`config.mk`:
```
export PLATFORM = sky130hd
export DESIGN_NAME = ras
export DESIGN_NICKNAME = d
export VERILOG_FILES = /design/src/rtl/ras.sv
export SDC_FILE = /design/constraint.sdc
export NUM_CORES = 1
export LEC_CHECK = 0
export ABC_AREA = 0
export CAP_MARGIN = 20
export CORE_ASPECT_RATIO = 1.75
export CORE_MARGIN = 2
export CORE_UTILIZATION = 59
export CTS_CLUSTER_SIZE = 16
export DETAILED_ROUTE_END_ITERATION = 16
export PLACE_DENSITY_LB_ADDON = 0.15
export SKIP_CTS_REPAIR_TIMING = 1
export SLEW_MARGIN = 0
export SYNTH_ARGS = -nofsm -noshare
export SYNTH_HDL_FRONTEND = slang
export SYNTH_SLANG_ARGS = --single-unit
```
`constraint.sdc`:
```
create_clock -name CLK -period 3.44 [get_ports CLK]
set_input_delay 0.688 -clock CLK [delete_from_list [all_inputs] [get_ports CLK]]
set_output_delay 0.688 -clock CLK [all_outputs]
set_load 0.01 [all_outputs]
```
`src/rtl/ras.sv`:
```
// ras: circular return address stack with checkpoint restore for the fetch predictor.
module ras #(
  parameter int RAS_ENTRIES = 8,
  parameter int RAS_INDEX_WIDTH = $clog2(RAS_ENTRIES),
  parameter int RAS_TARGET_WIDTH = 31
) (
  input  logic                        CLK,
  input  logic                        nRST,
  input  logic [RAS_TARGET_WIDTH-1:0] ras_link_pc,
  input  logic                        ras_push,
  input  logic                        ras_pop,
  output logic [RAS_TARGET_WIDTH-1:0] ras_ret_pc,
  output logic                        ras_ret_valid,
  output logic [RAS_INDEX_WIDTH-1:0]  ras_index,
  output logic [RAS_INDEX_WIDTH:0]    ras_count,
  input  logic                        ras_restore_valid,
  input  logic [RAS_INDEX_WIDTH-1:0]  ras_restore_index,
  input  logic [RAS_INDEX_WIDTH:0]    ras_restore_count
);
  localparam logic [RAS_INDEX_WIDTH:0] full = (RAS_INDEX_WIDTH+1)'(RAS_ENTRIES);
  localparam logic [RAS_INDEX_WIDTH-1:0] one_i = 1;
  localparam logic [RAS_INDEX_WIDTH:0] one_c = 1;
  logic [RAS_TARGET_WIDTH-1:0] entries [RAS_ENTRIES];
  logic [RAS_INDEX_WIDTH-1:0] ptr;
  logic [RAS_INDEX_WIDTH:0] count;
  always_ff @(posedge CLK) begin
    if (!nRST) begin
      ptr <= '0;
      count <= '0;
      for (int i = 0; i < RAS_ENTRIES; i++) entries[i] <= '0;
    end else if (ras_restore_valid) begin
      ptr <= ras_restore_index;
      count <= (ras_restore_count > full) ? full : ras_restore_count;
    end else if (ras_push && ras_pop) begin
      entries[ptr] <= ras_link_pc;
    end else if (ras_push) begin
      entries[ptr + one_i] <= ras_link_pc;
      ptr <= ptr + one_i;
      count <= (count == full) ? full : count + one_c;
    end else if (ras_pop) begin
      ptr <= ptr - one_i;
      count <= (count == '0) ? '0 : count - one_c;
    end
  end
  always_comb begin
    ras_ret_pc = entries[ptr];
    ras_ret_valid = count != '0;
    ras_index = ptr;
    ras_count = count;
  end
endmodule

```
Word-level counts from Yosys, hierarchy flattened
Memory sizes are Yosys's and may differ from the RTL's. A register that Yosys moved wholly into a read port is not among the register bits.
Cells that the tools add are included.
W data, S select, Z words.
- bits in writable memories: 248
- memories: 1
- word-level logic and storage cells: 46
- output and inout port bits: 39
- bits in registers: 7
- reductions and logical operators: 7
- mux-type cells: 29
- magnitude comparators: 1
- equal/unequal tests: 2
- add/sub/neg operators: 4
- memory list (name ; words ; bits a word ; read ports ; clocked after memory_dff ; wr ports ; RTL line ; text):
    entries ; 8 ; 31 ; 1 ; 1 ; 8 ; 23 ; logic [RAS_TARGET_WIDTH-1:0] entries [RAS_ENTRIES];
- operator list (operator ; number):
    $mux W31 ; 2
    $reduce_or A31 Y1 ; 2
    $mux W4 ; 7
    $mux W3 ; 8
    $mux W1 ; 12
    $add A4 B1 Y4 const B ; 1
    $eq A4 B4 Y1 const B ; 1
    $gt A4 B4 Y1 const B ; 1
    $logic_not A4 Y1 ; 1
    $reduce_bool A4 Y1 ; 1
    $sub A4 B1 Y4 const B ; 1
    $add A3 B1 Y3 const B ; 1
    $reduce_bool A3 Y1 ; 1
    $sub A3 B1 Y3 const B ; 1
    $ne A2 B2 Y1 const B ; 1
    $reduce_and A2 Y1 ; 1
    $logic_and A1 B1 Y1 ; 1

Longest topological paths before layout
- depth in word-level cells: 8
- depth in mapped cells: 6

Worst setup path after synthesis
Ideal clock, no wire load.
- kind: input-to-reg
- start point: input ras_restore_valid
- end point: memory entries[0][0] (enable)
- library setup time: 393 ps
- arrival time: 2626 ps
- setup slack: 421 ps
- data required time: 3047 ps
- stages on the path: 5
- cell sequence: buf_6 and4bb_4 mux2_4 nor4_2 nand2b_1
- RTL lines (item ; RTL line ; text):
    from (decl) ; 16 ; input logic ras_restore_valid,
    to (decl) ; 23 ;

==> results by group <==
Outcome
  – Run status: finished, final reports clean

Final layout
  – Commonest cells after routing, fill and taps aside: 249 x and2_1, 248 x edfxtp_1, 80 x clkdlybuf4s50_1
  – Fraction of layout instances using a drive strength above 1: 0.2036
  – Diodes inserted: 0
  – Register area: around 7700 µm²
  – Leading cell type in the layout, fill and taps excluded: and2_1
  – Fillers: about 1300
  – Synth-to-Final Area Change: 17.19%
  – Finished Cell Area: roughly 14000 µm²
  – Area of the multi-input gates: 3975 µm²
  – Final nets: between 800 and 900

Yosys
  – Syn. warnings: 0
  – Synthesized instance count: roughly 730
  – Ranking of synthesized cells by area: edfxtp_1 63%, and2_1 13%, mux4_2 12%
  – Syn avg cell area: ~16 µm²
  – Post-Syn Area: roughly 12000 µm²
  – Seq/Total Area, Yosys: 0.6476
  – Top cell type's share of synthesized area: 0.6306
  – Ys async rst share: 0
  – Top_reg_cell synth: edfxtp_1
  – Number of synthesized flops with an enable pin: 248
  – Syn_nets: about 800
  – Post-synth top area cell: edfxtp_1
  – #FFs+latches synth: roughly 260
  – Count of cell types in the netlist: 44

Route
  – Vias/cell: 5.897
  – Drt pass-1 iters: 5
  – DRT iter0 DRCs: 476
  – Routed wire length: approximately 25000 µm
  – DR WL/cell: ~23 µm
  – Detailed-route via count: 6428
  – Post-route ant nets: 0
  – Number of remaining DRC errors: 0

Global routing
  – Gr usage total: 0.2415
  – Grt ovf: 0
  – Pin count of the biggest net entering global routing: 41
  – Grt met1 use: 0.2807
  – Vias in the first global route: 7109
  – Met3 usage: 0.03075
  – Initial antenna violation count: 0
  – Global-route wire length before repair: roughly 39000 µm
  – Met2 GRT Util: 0.4670
  – Gr busiest metal: met2

Die
  – Die Wd: 110.9 µm
  – Core area: 19650 µm²
  – IO Count: 82
  – Die Area: roughly 21000 µm²
  – FP Rows: 68
  – Initial Util: 0.6008
  – Die Y-Extent: about 190 µm

Placed design
  – Routability Congestion: 0.7777
  – DP Worst Slack: between 0.1 and 0.15 ns
  – IO buf count: 81
  – Placed cell area: about 13000 µm²
  – Post-DP HPWL: between 15000 and 20000 µm

Job
  – Max Cap Viol: 0

Timing
  – Max Fclk: 301.1 MHz
  – Slew Limit Fails: 0
  – Min Tclk post-route: 3.321 ns
  – Fin Clk Skew: between 0.015 and 0.02 ns
  – Final period util: 0.9654
  – # setup viols final: 0
  – Final hold vios: 0
  – Worst Tran Pin Value: 0.9259 ns
  – Slew margin rel.: 0.3651
  – Setup ws final: 0.1191 ns
  – RSZ-0062 raised after global routing: no

Power and ir drop
  – P_sw: ~1500 µW
  – Logic pwr share: 0.121
  – Register share of total power: 0.526
  – Cell Int Power: 5374 µW
  – Clock share of power: 0.353
  – Leak: between 0.005 and 0.006 µW
  – Worst VDD drop: around 0.00051 V
  – Power Density: 498.7 nW/µm²
  – Sw frac: 0.2212

Worst setup path
  – Reg2reg setup slack: roughly 1.0 ns
  – Setup crit start kind: flip-flop
  – FF-to-FF path depth: 6
  – CP Class: flip-flop to primary output
  – Worst Path Max Fanout: 24
  – Crit path to: ras_ret_pc[20]
  – CP required: 2.75 ns
  – RR Endpoint: entries[2][24]$_SDFFCE_PN0P_
  – Crit end category: primary output
  – CP arrival: 2.63 ns
  – RR Startpoint: ras_index[1]$_SDFFE_PN0N_

Min path
  – HP Start: ras_count[2]$_SDFFE_PN0N_
  – Hold depth: 2
  – Worst min-delay path category: flip-flop to flip-flop

Clock tree
  – Worst skew pair latency: roughly 0.5 ns
  – Worst-path clk slew: ~0.060 ns
  – CTS tree: done
  – CTS H-tree lvls: 1
  – Clk sink count: ~260
  – CTS Root Cell: clkbuf_16
  – Number of CTS-inserted buffers: 23
  – Clk buf depth: 3
[how the worst min path moves through the flow]
stage | endpoint | slack, ns
after floorplan | ras_count[2]$_SDFFE_PN0N_ | 0.60
after global placement | ras_count[2]$_SDFFE_PN0N_ | 0.60
after detailed placement | ras_count[2]$_SDFFE_PN0N_ | 0.62
after CTS | ras_count[2]$_SDFFE_PN0N_ | 0.63
after global routing | ras_count[2]$_SDFFE_PN0N_ | 0.63
final | ras_count[2]$_SDFFE_PN0N_ | 0.63
[cell usage after synthesis (4+ instances only)]
library cell / count
and2_1: 249
edfxtp_1: 248
mux4_2: 62
mux2_2: 31
clkbuf_2: 24
clkbuf_1: 11
dfxtp_1: 10
inv_1: 9
nand2b_1: 8
nor2_1: 7
buf_2: 6
nor2b_1: 6
ha_1: 5
xnor2_1: 5
a211oi_2: 4
mux2i_1: 4
nor4_2: 4
[sequential cells by signal, summed over array words and instances, names as in the netlist, named ones only]
name and count:
ras_index 3, ras_count 4, entries 248
[metal layers]
| metal | share of wire | vias to the layer above |
|---|---|---|
| met5 | 0 | - |
| met4 | 0.019 | 0 |
| met3 | 0.047 | 40 |
| met2 | 0.56 | 178 |
| met1 | 0.37 | 3299 |
| li1 | - | 2911 |
[per-stage QoR]
step                      setup TNS [ns]  hold WS, ns  total power, µW    util  cells
after floorplan                        0       0.5984             4133       -    731
after global placement                 0       0.5957             4501  0.6653   1045
after detailed placement               0       0.6169             4528  0.6653   1045
after CTS                      -0.004742       0.6253             6946  0.7014   1087
after global routing                   0       0.6317             7135  0.7041   1090
final                                  0       0.6310             6901  0.7041   1090
[kinds of logic after synthesis]
logic type / count (synthesis) / synth area share
multiplexers: 98 / 0.1525
AND/OR/NAND/NOR: 287 / 0.1535
XOR/XNOR: 5 / 0.003708
buffers and inverters: 54 / 0.02130
flip-flops: 258 / 0.6476
adder cells (fa/ha/maj): 5 / 0.005298
AO/OA/AOI/OAI: 24 / 0.01611
[worst max-delay path: stages (launching register included)]
cell and delay (ns):
dfxtp_4 0.54, buf_16 0.27, mux4_2 0.53, mux2_2 0.29
clkdlybuf4s50_1 0.48
[area by class of cell]
class | instances | area share
Clock buffer | 30 | 0.04566
Clock inverter | 12 | 0.005606
Inverter | 9 | 0.002441
Multi-Input combinational cell | 419 | 0.2873
Sequential cell | 258 | 0.5530
Tap cell | 245 | 0.02215
Timing Repair Buffer | 117 | 0.08391
[power by group through the flow]
stage / Clock [µW] / Sequential (µW) / Combinational (µW)
after floorplan: 0 / 3680 / 455
after global placement: 0 / 3680 / 816
after detailed placement: 0 / 3700 / 829
after CTS: 2480 / 3630 / 835
after global routing: 2610 / 3640 / 886
final: 2440 / 3630 / 832
Power figures use the tool's default switching activity.
